### src/rtl/dac_segment_encoder_pkg.sv
// Shared sizes, pointer type and modulo-17 pointer arithmetic for the
// segmented DAC encoder.
package dac_seg_pkg;

   localparam int CODE_W  = 10;
   localparam int N_THERM = 17;
   localparam int N_BIN   = 6;

   typedef logic [4:0] ptr_t;

   // ptr <= 16 and k <= 15 keep the raw sum within 31, so one subtract is enough.
   function automatic ptr_t ptr_add_mod17(input ptr_t ptr, input logic [3:0] k);
      ptr_t sum;
      sum = ptr + {1'b0, k};
      if (sum >= 5'd17) begin
         sum = sum - 5'd17;
      end
      return sum;
   endfunction

endpackage

### src/rtl/dac_therm_rotator.sv
// Combinational unit-cell mask: k ones starting at ptr (rotated modulo N_THERM),
// or starting at cell 0 when rotation is disabled.
module dac_therm_rotator #(
   parameter int N_THERM = dac_seg_pkg::N_THERM
) (
   input  logic [3:0]         k_i,
   input  logic [4:0]         ptr_i,
   input  logic               dem_en_i,
   output logic [N_THERM-1:0] mask_o
);
   import dac_seg_pkg::*;

   logic [N_THERM-1:0]   base;
   ptr_t                 shift;
   logic [2*N_THERM-1:0] dbl;

   always_comb begin
      base   = (N_THERM'(1) << k_i) - N_THERM'(1);
      shift  = dem_en_i ? ptr_i : '0;
      // Bits pushed past the top fold back onto the low cells.
      dbl    = {{N_THERM{1'b0}}, base} << shift;
      mask_o = dbl[N_THERM-1:0] | dbl[2*N_THERM-1:N_THERM];
   end

endmodule

### src/rtl/dac_segment_encoder.sv
// Two-stage segmented DAC encoder: thermometer MSBs with optional rotation,
// binary LSBs. Define DAC_LSB_SWAP_EN to alternate the LSB onto the redundant cell.
module dac_segment_encoder #(
   parameter int CODE_W  = dac_seg_pkg::CODE_W,
   parameter int N_THERM = dac_seg_pkg::N_THERM,
   parameter int N_BIN   = dac_seg_pkg::N_BIN
) (
   input  logic               clkin,
   input  logic               pdb,
   input  logic [CODE_W-1:0]  code_in,
   input  logic               code_valid,
   input  logic               dem_en,
   output logic [N_THERM-1:0] therm_out,
   output logic [N_BIN-1:0]   bin_out,
   output logic               bin_red_out,
   output logic               out_valid,
   output logic [4:0]         ptr_dbg
);
   import dac_seg_pkg::*;

   logic [CODE_W-1:0]  code_q;
   logic               dem_q;
   logic               v1_q;

   logic [N_THERM-1:0] therm_q, therm_d;
   logic [N_BIN-1:0]   bin_q, bin_d;
   logic               valid_q, valid_d;
   ptr_t               ptr_q, ptr_d;

   logic [3:0]         k;
   logic [N_BIN-1:0]   bin;
   logic [N_THERM-1:0] mask;

   assign k   = code_q[N_BIN +: 4];
   assign bin = code_q[N_BIN-1:0];

   dac_therm_rotator #(.N_THERM(N_THERM)) u_rot (
      .k_i      (k),
      .ptr_i    (ptr_q),
      .dem_en_i (dem_q),
      .mask_o   (mask)
   );

   always_ff @(posedge clkin) begin
      if (!pdb) begin
         code_q <= '0;
         dem_q  <= 1'b0;
         v1_q   <= 1'b0;
      end else begin
         v1_q <= code_valid;
         if (code_valid) begin
            code_q <= code_in;
            dem_q  <= dem_en;
         end
      end
   end

`ifdef DAC_LSB_SWAP_EN
   logic swap_q, swap_d;
   logic red_q, red_d;
`endif

   always_comb begin
      therm_d = therm_q;
      bin_d   = bin_q;
      valid_d = 1'b0;
      ptr_d   = ptr_q;
`ifdef DAC_LSB_SWAP_EN
      swap_d  = swap_q;
      red_d   = red_q;
`endif
      if (v1_q) begin
         valid_d = 1'b1;
         therm_d = mask;
         if (dem_q) begin
            ptr_d = ptr_add_mod17(ptr_q, k);
         end
`ifdef DAC_LSB_SWAP_EN
         if (swap_q) begin
            bin_d = {bin[N_BIN-1:1], 1'b0};
            red_d = bin[0];
         end else begin
            bin_d = bin;
            red_d = 1'b0;
         end
         swap_d = ~swap_q;
`else
         bin_d = bin;
`endif
      end
   end

   always_ff @(posedge clkin) begin
      if (!pdb) begin
         therm_q <= '0;
         bin_q   <= '0;
         valid_q <= 1'b0;
         ptr_q   <= '0;
`ifdef DAC_LSB_SWAP_EN
         swap_q  <= 1'b0;
         red_q   <= 1'b0;
`endif
      end else begin
         therm_q <= therm_d;
         bin_q   <= bin_d;
         valid_q <= valid_d;
         ptr_q   <= ptr_d;
`ifdef DAC_LSB_SWAP_EN
         swap_q  <= swap_d;
         red_q   <= red_d;
`endif
      end
   end

   assign therm_out = therm_q;
   assign bin_out   = bin_q;
   assign out_valid = valid_q;
   assign ptr_dbg   = ptr_q;
`ifdef DAC_LSB_SWAP_EN
   assign bin_red_out = red_q;
`else
   assign bin_red_out = 1'b0;
`endif

endmodule

### config.mk
export PLATFORM = sky130hd
export DESIGN_NAME = dac_segment_encoder
export DESIGN_NICKNAME = d
export VERILOG_FILES = /design/src/rtl/dac_segment_encoder_pkg.sv /design/src/rtl/dac_therm_rotator.sv /design/src/rtl/dac_segment_encoder.sv
export SDC_FILE = /design/constraint.sdc
export NUM_CORES = 1
export LEC_CHECK = 0
export BUFFER_PORTS_ARGS = -buffer_cell sky130_fd_sc_hd__buf_2
export CAP_MARGIN = 20
export CORE_ASPECT_RATIO = 0.9
export CORE_UTILIZATION = 40
export CTS_CLUSTER_DIAMETER = 150
export DETAILED_ROUTE_END_ITERATION = 12
export GPL_ROUTABILITY_DRIVEN = 1
export PLACE_DENSITY_LB_ADDON = 0.05
export SLEW_MARGIN = 20
export SYNTH_ARGS = -nofsm -noshare
export SYNTH_HDL_FRONTEND = slang
export SYNTH_HIERARCHICAL = 1
export SYNTH_SLANG_ARGS = --single-unit
### constraint.sdc
create_clock -name clkin -period 3.45 [get_ports clkin]
set_input_delay 0.1725 -clock clkin [delete_from_list [all_inputs] [get_ports clkin]]
set_output_delay 0.1725 -clock clkin [all_outputs]
set_load 0.01 [all_outputs]
==> impl_metrics.env, run 1 <==
export IMPL_track_usage=0.231
export IMPL_fill_cells=885
export IMPL_layout_min_cycle_time_ns=3.08
export IMPL_path_buf_inv=2
export IMPL_maxCapViolations=0
export IMPL_finalInstanceArea_sq_mm=0.00406
export IMPL_worst_setup_path_end_kind="flop"
export IMPL_routed_wl_mm=11.1
export IMPL_cts_root_buf="clkbuf_8"
export IMPL_slew_viol_final=0
export IMPL_cts_tree="built"
export IMPL_outcome="finished, final reports clean"
export IMPL_gr_total_overflow=0
export IMPL_drt_iter0_drc=404
export IMPL_p_comb_frac=0.328
export IMPL_placed_area_sq_mm=0.00397
export IMPL_fin_util=0.463
export IMPL_pwr_share_clk=0.257
export IMPL_cts_clk_slew_worst_paths_ns=0.09
export IMPL_whs_endpoint="dem_q$_SDFFE_PN0P_"
export IMPL_cts_inserted_buffers=5
export IMPL_cp_arrival_ns=3.26
export IMPL_synth_edf_count=0
export IMPL_synth_area_leaders="dfxtp_1, mux2i_1, nor2b_1, nand2_1, o21ai_0"
export IMPL_rows=32
export IMPL_die_w_microns=104
export IMPL_maxSlewHeadroom=0.469
export IMPL_p_sw_mw=0.428
export IMPL_cts_sinks=41
export IMPL_clock_path_buffers=2
export IMPL_grt_max_degree=47
export IMPL_drc=0
export IMPL_crit_fanout=22
export IMPL_path_delay_family="compound AO/OA/AOI/OAI gates"
export IMPL_dieArea_sq_mm=0.00967
export IMPL_dr_pass1_iters=5
export IMPL_grt_pass1_vias=3368
export IMPL_synth_top_cell_area_share=0.221
export IMPL_power_density_mw_per_mm2=303
export IMPL_finalClockSkew_ns=0.0105
export IMPL_tightest_slew_ns=0.795
export IMPL_yosysTopAreaCell="dfxtp_1"
export IMPL_port_buffers=42
export IMPL_crit_path_frequent_cell="o211ai_1"
export IMPL_crit_type="reg -> reg"
export IMPL_reg2reg_slack_ns=0.37
export IMPL_synth_cell_types=81
export IMPL_slowest_delay_ns=0.39
export IMPL_min_from="dem_en"
export IMPL_syn_num_nets=489
export IMPL_syn_area_sq_mm=0.00371
export IMPL_switching_share=0.348
export IMPL_internal_power_mw=0.802
export IMPL_max_freq_mhz=325
export IMPL_seqPwrFrac=0.415
export IMPL_ant_nets=0
export IMPL_synth_seq_area_share=0.221
export IMPL_ir_worst_vdd_mv=0.157
export IMPL_area_growth_pct=9.33
export IMPL_p_leak_nw=1.64
export IMPL_final_hold_viol_count=0
export IMPL_ys_seq_elements=41
export IMPL_route_detailed_wl_per_inst_microns=18.1
export IMPL_cp_required_ns=3.64
export IMPL_syn_inst=467
export IMPL_grt_setup_unrepaired="false"
export IMPL_reg2reg_to="therm_out[4]$_SDFFE_PN0P_"
export IMPL_fin_crit_sh=0.891
export IMPL_cp_start_kind="flop"
export IMPL_r2r_start="code_q[6]$_SDFFE_PN0P_"
export IMPL_place_congestion=0.890
export IMPL_chipHeight_microns=93.4
export IMPL_slowest_stage="a311oi_1"
export IMPL_path_cells="nor4_4 -> inv_1 -> ha_1 -> buf_4 -> and2_1 -> o211ai_1 -> nand4_1 -> o211ai_1 -> o221ai_1 -> a311oi_1 -> nor2_1 -> mux2i_1 -> nor2b_1"
export IMPL_yosys_warnings=6
export IMPL_worstHoldPathType="in -> reg"
export IMPL_min_path_cells=3
export IMPL_ff2ff_path_depth=13
export IMPL_final_nets=512
export IMPL_drive_above_1_share=0.196
export IMPL_ioPinCount=44
export IMPL_dp_hpwl_mm=8.03
export IMPL_antenna_found_initial=0
export IMPL_syn_area_per_cell_sq_um=7.95
export IMPL_grt_pass1_wl_mm=17.9
export IMPL_core_area_sq_mm=0.00877
export IMPL_ys_flop_type="dfxtp_1"
export IMPL_ys_top_cells_by_count="dfxtp_1, mux2i_1, nand2_1"
export IMPL_ys_async_sr_fraction=0
export IMPL_vias=3722
export IMPL_tns_ns=0
export IMPL_clock_latency_ns=0.30
export IMPL_start_util=0.424
export IMPL_n_antenna_cell=0
export IMPL_routed_via_density=6.10
export IMPL_htreeDepth=2
export IMPL_setup_violations=0
## final cells by class
class	count	area, sq um	area share
Sequential cell	41	821	0.202
Inverter	5	18.8	0.00462
Clock buffer	5	68.8	0.0169
Timing Repair Buffer	64	375	0.0925
Multi-Input combinational cell	373	2610	0.642
Clock inverter	3	22.5	0.00555
Tap cell	119	149	0.0367
## power by group through the flow
stage	sequential [mW]	combinational, mW	clock, mW
3_5_place_dp	0.522	0.398	0
5_1_grt	0.515	0.441	0.353
4_1_cts	0.511	0.400	0.337
2_1_floorplan	0.525	0.298	0
3_3_place_gp	0.522	0.397	0
6_report	0.511	0.403	0.316
## placed cells by master (no fill, tap or decap), drive strengths merged, types with 3 or more instances in the layout
master and count:
ha 7, nand3 13, nand2b 3, o221ai 4
o22ai 9, mux2 4, a31o 3, dfxtp 41
o32ai 4, a311oi 4, buf 64, clkinv 4
xnor2 4, o21ai 33, a21o 7, nor2 29
nor3b 3, or3b 3, o31ai 3, clkbuf 5
nor4 5, o311ai 4, a21oi 28, o211ai 5
mux2i 41, o21a 5, a22oi 3, and2 9
nor2b 35, a221oi 4, nor3 12, a31oi 9
nand2 38, or4b 3, nor4b 4, a211oi 6
inv 4
## routing by layer
layer  part of all wire  global-route usage  routed length, microns  vias up
li1                   -                   -                       -     1788
met1               0.49               0.339                    5410     1758
met2               0.44               0.353                    4830      167
met3              0.068              0.0341                     756        9
met4             0.0064              0.0543                      71        0
met5                  0                   0                       0        -
## how the worst max path moves through the flow
stage	startpoint	to	slack (ns)	depth (start not counted)
floorplan	code_q[9]$_SDFFE_PN0P_	therm_out[10]$_SDFFE_PN0P_	0.45	17
global placement	code_q[6]$_SDFFE_PN0P_	therm_out[9]$_SDFFE_PN0P_	0.32	13
detailed placement	code_q[6]$_SDFFE_PN0P_	therm_out[9]$_SDFFE_PN0P_	0.32	13
CTS	code_q[6]$_SDFFE_PN0P_	therm_out[9]$_SDFFE_PN0P_	0.29	13
global route	code_q[7]$_SDFFE_PN0P_	therm_out[9]$_SDFFE_PN0P_	0.09	13
finish	code_q[6]$_SDFFE_PN0P_	therm_out[4]$_SDFFE_PN0P_	0.37	13
## worst reg2reg max path: cells and delay by family, from the launching register on
family	cells	cell delay, ns
buffers and inverters	2	0.34
and+or+nand+nor	5	0.76
adders and majority gates	1	0.22
DFF	1	0.34
muxes	1	0.15
AOI/OAI and AO/OA	4	1.17
## kinds of logic (layout without fill, tap and decap cells)
group	count (synthesis)	in the layout	synth area share
mux	45	45	0.123
xor+xnor	6	6	0.0162
buf+inv	53	77	0.0775
simple gates	163	163	0.246
other cells	1	1	0.00101
fa+ha+maj	8	8	0.0290
flops	41	41	0.221
compound gates	150	150	0.287
## repair_timing
action,4_1_cts,5_1_grt
endpoints found under the setup margin,0,1
gates resized for setup,0,1
buffers inserted,0,0
hold buffers,0,0
## flip-flops by register name (all words and copies together) (netlist names)
signal	count
v1_q	1
dem_q	1
ptr_dbg	5
code_q	10
out_valid	1
therm_out	17
bin_out	6
## metrics by stage
| stage | worst slack, ns | total power [mW] | cells | hold slack, ns |
|---|---|---|---|---|
| 3_5_place_dp | 0.322 | 0.920 | 602 | 0.438 |
| 2_1_floorplan | 0.451 | 0.823 | 467 | 0.342 |
| 4_1_cts | 0.292 | 1.25 | 610 | 0.118 |
| 5_1_grt | 0.0950 | 1.31 | 610 | 0.134 |
| 3_3_place_gp | 0.316 | 0.919 | 602 | 0.428 |
| 6_report | 0.375 | 1.23 | 610 | 0.130 |
No activity file was read; power rests on OpenSTA's default activity.
==> run 2, diff against run 1 <==
--- a/config.mk
+++ b/config.mk
@@ -13,6 +13,7 @@
 export DETAILED_ROUTE_END_ITERATION = 12
 export GPL_ROUTABILITY_DRIVEN = 1
 export PLACE_DENSITY_LB_ADDON = 0.05
+export REMOVE_ABC_BUFFERS = 1
 export SLEW_MARGIN = 20
 export SYNTH_ARGS = -nofsm -noshare
 export SYNTH_HDL_FRONTEND = slang
==> impl_metrics.env, run 2 (synthesis results as in run 1) <==
export IMPL_largest_reg_flops=17
export IMPL_dr_pass1_iters=5
export IMPL_track_usage=0.232
export IMPL_grt_max_degree=47
export IMPL_route_detailed_wl_per_inst_microns=18.0
export IMPL_cts_sinks=41
export IMPL_path_cells="nor4_4 -> inv_1 -> ha_1 -> buf_12 -> and2_1 -> o21ai_1 -> nand3_1 -> a21oi_1 -> mux2i_1 -> o21ai_0 -> o221ai_1 -> mux2i_1 -> nor2b_1"
export IMPL_cts_inserted_buffers=5
export IMPL_internal_power_mw=0.882
export IMPL_p_sw_mw=0.455
export IMPL_vias=3695
export IMPL_drt_iter0_drc=357
export IMPL_crit_fanout=29
export IMPL_grt_pass1_wl_mm=18.2
export IMPL_drc=0
export IMPL_dieArea_sq_mm=0.00967
export IMPL_cts_resized=0
export IMPL_gr_total_overflow=0
export IMPL_finalClockSkew_ns=0.0216
export IMPL_path_buf_inv=2
export IMPL_cts_post_setup_buffers_inserted=0
export IMPL_chipHeight_microns=93.4
export IMPL_die_w_microns=104
export IMPL_r2r_start="code_q[7]$_SDFFE_PN0P_"
export IMPL_path_delay_family="compound AO/OA/AOI/OAI gates"
export IMPL_routed_wl_mm=10.9
export IMPL_cts_hold_buf=0
export IMPL_start_util=0.424
export IMPL_worstHoldPathType="in -> reg"
export IMPL_max_freq_mhz=315
export IMPL_fin_util=0.466
export IMPL_slowest_delay_ns=0.42
export IMPL_tightest_slew_ns=0.772
export IMPL_cp_startpoint="code_q[7]$_SDFFE_PN0P_"
export IMPL_fin_hold_ws_ns=0.134
export IMPL_antenna_found_initial=0
export IMPL_drive_above_1_share=0.192
export IMPL_layout_min_cycle_time_ns=3.18
export IMPL_cp_arrival_ns=3.37
export IMPL_power_density_mw_per_mm2=327
export IMPL_worst_setup_path_end_kind="flop"
export IMPL_p_leak_nw=1.65
export IMPL_min_from="code_in[5]"
export IMPL_maxSlewHeadroom=0.484
export IMPL_cts_clk_slew_worst_paths_ns=0.09
export IMPL_crit_type="reg -> reg"
export IMPL_final_hold_viol_count=0
export IMPL_fin_crit_sh=0.921
export IMPL_area_growth_pct=10.0
export IMPL_grt_pass1_vias=3487
export IMPL_htreeDepth=2
export IMPL_setup_violations=0
export IMPL_place_congestion=0.927
export IMPL_crit_path_frequent_cell="mux2i_1"
export IMPL_clock_path_buffers=2
export IMPL_place_inst=600
export IMPL_port_buffers=42
export IMPL_cts_root_buf="clkbuf_8"
export IMPL_mostFrequentLayoutCells="buf_2, mux2i_1, dfxtp_1"
export IMPL_slew_viol_final=0
export IMPL_maxCapViolations=0
export IMPL_dp_hpwl_mm=7.72
export IMPL_slowest_stage="dfxtp_1"
export IMPL_ir_worst_vdd_mv=0.167
export IMPL_ff_latch_area_sq_um=821
export IMPL_rows=32
export IMPL_routed_via_density=6.07
export IMPL_multi_input_area_sq_mm=0.00261
export IMPL_final_cells=609
export IMPL_grt_setup_unrepaired="false"
export IMPL_setup_ws_ns=0.274
export IMPL_final_nets=511
export IMPL_ioPinCount=44
export IMPL_cp_required_ns=3.64
export IMPL_final_common_cell="buf_2"
export IMPL_cp_start_kind="flop"
export IMPL_ant_nets=0
export IMPL_pre_cts_ws_ns=0.207
export IMPL_pwr_share_clk=0.312
export IMPL_p_comb_frac=0.304
export IMPL_fill_cells=907
export IMPL_core_area_sq_mm=0.00877
export IMPL_clock_latency_ns=0.31
export IMPL_n_antenna_cell=0
export IMPL_cts_tree="built"
export IMPL_switching_share=0.340
export IMPL_seqPwrFrac=0.384
export IMPL_outcome="finished, final reports clean"
==> run 2: power groups by stage <==
stage                     clock network (mW)  logic (mW)  registers, mW
after detailed placement                   0       0.400          0.524
after CTS                              0.428       0.401          0.513
final                                  0.418       0.407          0.513
after global placement                     0       0.399          0.524
after floorplan                            0       0.247          0.547
after global routing                   0.437       0.447          0.517
==> run 2: path summary, 6_finish.rpt <==
check / endpoint / slack [ns] / cells after the start
setup reg to reg: therm_out[9]$_SDFFE_PN0P_ / 0.27 / 13
hold reg to reg: therm_out[13]$_SDFFE_PN0P_ / 0.52 / 2
hold / removal: code_q[5]$_SDFFE_PN0P_ / 0.13 / 3
setup / recovery: therm_out[9]$_SDFFE_PN0P_ / 0.27 / 13
==> run 2: per-layer routing <==
layer	wire (microns)	share of wire	global-route usage	up-vias
li1	-	-	-	1784
met1	5190	0.47	0.329	1727
met2	4780	0.44	0.371	162
met3	751	0.069	0.0307	22
met4	226	0.021	0.0543	0
met5	0	0	0	-
==> run 2: metrics by stage <==
| step | total power [mW] | setup TNS, ns | cell area [sq um] |
|---|---|---|---|
| floorplan | 0.794 | -0.0684 | 3440 |
| detailed placement | 0.924 | 0 | 3970 |
| CTS | 1.34 | 0 | 4080 |
| finish | 1.34 | 0 | 4090 |
| global route | 1.40 | 0 | 4090 |
| global placement | 0.922 | 0 | 3970 |
==> run 2: area by class of cell <==
| class | instances | share of cell area |
|---|---|---|
| clock buffer | 6 | 0.0178 |
| timing repair buffer | 63 | 0.0931 |
| sequential | 41 | 0.201 |
| tap | 119 | 0.0364 |
| inverter | 5 | 0.00459 |
| clock inverter | 2 | 0.00949 |
| multi-input combinational | 373 | 0.638 |
==> run 2: worst min-delay path, stage by stage <==
cell	delay, ns
buf_2	0.08
mux2i_1	0.06
nor2b_1	0.09
==> run 3, diff against run 2 <==
--- a/config.mk
+++ b/config.mk
@@ -9,6 +9,7 @@
 export CAP_MARGIN = 20
 export CORE_ASPECT_RATIO = 0.9
 export CORE_UTILIZATION = 40
+export CTS_BUF_LIST = sky130_fd_sc_hd__clkbuf_4 sky130_fd_sc_hd__clkbuf_8 sky130_fd_sc_hd__clkbuf_16
 export CTS_CLUSTER_DIAMETER = 150
 export DETAILED_ROUTE_END_ITERATION = 12
 export GPL_ROUTABILITY_DRIVEN = 1
==> impl_metrics.env, run 3 (synthesis results as in run 1) <==
export IMPL_drive_above_1_share=0.194
export IMPL_final_nets=511
export IMPL_grt_most_used_layer="met2"
export IMPL_cts_sinks=41
export IMPL_path_buf_inv=2
export IMPL_cp_start_kind="flop"
export IMPL_slowest_stage="dfxtp_1"
export IMPL_antenna_found_initial=0
export IMPL_area_growth_pct=10.1
export IMPL_cts_clk_slew_worst_paths_ns=0.09
export IMPL_tightest_slew_ns=0.784
export IMPL_layout_min_cycle_time_ns=3.20
export IMPL_ant_nets=0
export IMPL_die_w_microns=104
export IMPL_p_sw_mw=0.452
export IMPL_tns_ns=0
export IMPL_gr_total_overflow=0
export IMPL_cts_resized=0
export IMPL_start_util=0.424
export IMPL_ioPinCount=44
export IMPL_cp_arrival_ns=3.39
export IMPL_vias=3703
export IMPL_grt_pass1_wl_mm=18.2
export IMPL_grt_max_degree=47
export IMPL_pwr_share_clk=0.315
export IMPL_final_common_cell="buf_2"
export IMPL_grt_util_met1=0.331
export IMPL_chipHeight_microns=93.4
export IMPL_internal_power_mw=0.890
export IMPL_cts_root_buf="clkbuf_8"
export IMPL_setup_violations=0
export IMPL_final_cells=609
export IMPL_n_antenna_cell=0
export IMPL_finalClockSkew_ns=0.0135
export IMPL_route_detailed_wl_per_inst_microns=17.9
export IMPL_crit_type="reg -> reg"
export IMPL_mostFrequentLayoutCells="buf_2, mux2i_1, dfxtp_1"
export IMPL_path_delay_family="compound AO/OA/AOI/OAI gates"
export IMPL_grt_pass1_vias=3481
export IMPL_final_hold_viol_count=0
export IMPL_p_comb_frac=0.303
export IMPL_grt_setup_unrepaired="false"
export IMPL_p_leak_nw=1.65
export IMPL_max_freq_mhz=312
export IMPL_cts_post_setup_buffers_inserted=0
export IMPL_cp_required_ns=3.64
export IMPL_reg2reg_slack_ns=0.25
export IMPL_cts_inserted_buffers=5
export IMPL_track_usage=0.232
export IMPL_core_area_sq_mm=0.00877
export IMPL_crit_path_frequent_cell="mux2i_1"
export IMPL_crit_fanout=29
export IMPL_drt_iter0_drc=335
export IMPL_path_cells="nor4_4 -> inv_1 -> ha_1 -> buf_12 -> and2_1 -> o21ai_1 -> nand3_1 -> a21oi_1 -> mux2i_1 -> o21ai_0 -> o221ai_1 -> mux2i_1 -> nor2b_1"
export IMPL_slew_viol_final=0
export IMPL_dp_hpwl_mm=7.72
export IMPL_use_met3=0.0307
export IMPL_dr_pass1_iters=5
export IMPL_rows=32
export IMPL_seqPwrFrac=0.382
export IMPL_ir_worst_vdd_mv=0.162
export IMPL_globalRouteMet2Util=0.368
export IMPL_port_buffers=42
export IMPL_fill_cells=908
export IMPL_largest_reg_flops=17
export IMPL_fin_crit_sh=0.928
export IMPL_power_density_mw_per_mm2=328
export IMPL_worst_setup_path_end_kind="flop"
export IMPL_outcome="finished, final reports clean"
export IMPL_htreeDepth=2
export IMPL_maxCapViolations=0
export IMPL_cts_tree="built"
export IMPL_clock_path_buffers=2
export IMPL_clock_latency_ns=0.30
export IMPL_cts_hold_buf=0
export IMPL_maxSlewHeadroom=0.476
export IMPL_worstHoldPathType="in -> reg"
export IMPL_routed_via_density=6.08
export IMPL_place_congestion=0.927
export IMPL_switching_share=0.337
export IMPL_place_inst=600
export IMPL_drc=0
export IMPL_slowest_delay_ns=0.43
export IMPL_routed_wl_mm=10.9
export IMPL_dieArea_sq_mm=0.00967
run 3: worst register-to-register path, cell delays in order, from the launching register on:
cell,delay [ns]
dfxtp_1,0.43
nor4_4,0.31
inv_1,0.13
ha_1,0.23
buf_12,0.16
and2_1,0.17
o21ai_1,0.30
nand3_1,0.14
a21oi_1,0.33
mux2i_1,0.17
o21ai_0,0.32
o221ai_1,0.18
mux2i_1,0.17
nor2b_1,0.06
run 3: per-stage QoR:
| stage | power [mW] | hold slack (ns) | area, sq um | utilization | setup slack [ns] |
|---|---|---|---|---|---|
| after detailed placement | 0.924 | 0.442 | 3970 | 0.452 | 0.207 |
| after floorplan | 0.794 | 0.294 | 3440 | - | -0.0427 |
| after CTS | 1.35 | 0.128 | 4080 | 0.465 | 0.193 |
| after global placement | 0.922 | 0.429 | 3970 | 0.452 | 0.270 |
| after global routing | 1.41 | 0.151 | 4090 | 0.466 | 0.0329 |
| final | 1.34 | 0.132 | 4090 | 0.466 | 0.249 |
run 3: per-layer routing:
metal	vias to the layer above	share of wire
met5	-	0
met4	0	0.021
met3	21	0.069
met2	160	0.43
met1	1738	0.48
li1	1784	-
run 3: worst paths after layout:
kind / startpoint / endpoint / depth (start not counted)
worst max register to register: code_q[7]$_SDFFE_PN0P_ / therm_out[9]$_SDFFE_PN0P_ / 13
worst max-delay path: code_q[7]$_SDFFE_PN0P_ / therm_out[9]$_SDFFE_PN0P_ / 13
worst min-delay path: code_in[1] / code_q[1]$_SDFFE_PN0P_ / 3
worst min register to register: therm_out[13]$_SDFFE_PN0P_ / therm_out[13]$_SDFFE_PN0P_ / 2
run 3: cell type report:
| class | count | area, sq um | share of cell area |
|---|---|---|---|
| flip-flops and latches | 41 | 821 | 0.201 |
| inverters | 5 | 18.8 | 0.00459 |
| multi-input cells | 373 | 2610 | 0.637 |
| clock inverters | 2 | 38.8 | 0.00949 |
| well taps | 119 | 149 | 0.0364 |
| repair buffers | 63 | 380 | 0.0930 |
| clock buffers | 6 | 76.3 | 0.0187 |
run 3: power groups by stage:
stage / clock (mW) / combinational, mW / sequential, mW
after floorplan: 0 / 0.247 / 0.547
after global placement: 0 / 0.399 / 0.524
after detailed placement: 0 / 0.400 / 0.524
after CTS: 0.431 / 0.401 / 0.513
after global routing: 0.445 / 0.447 / 0.517
final: 0.423 / 0.406 / 0.513
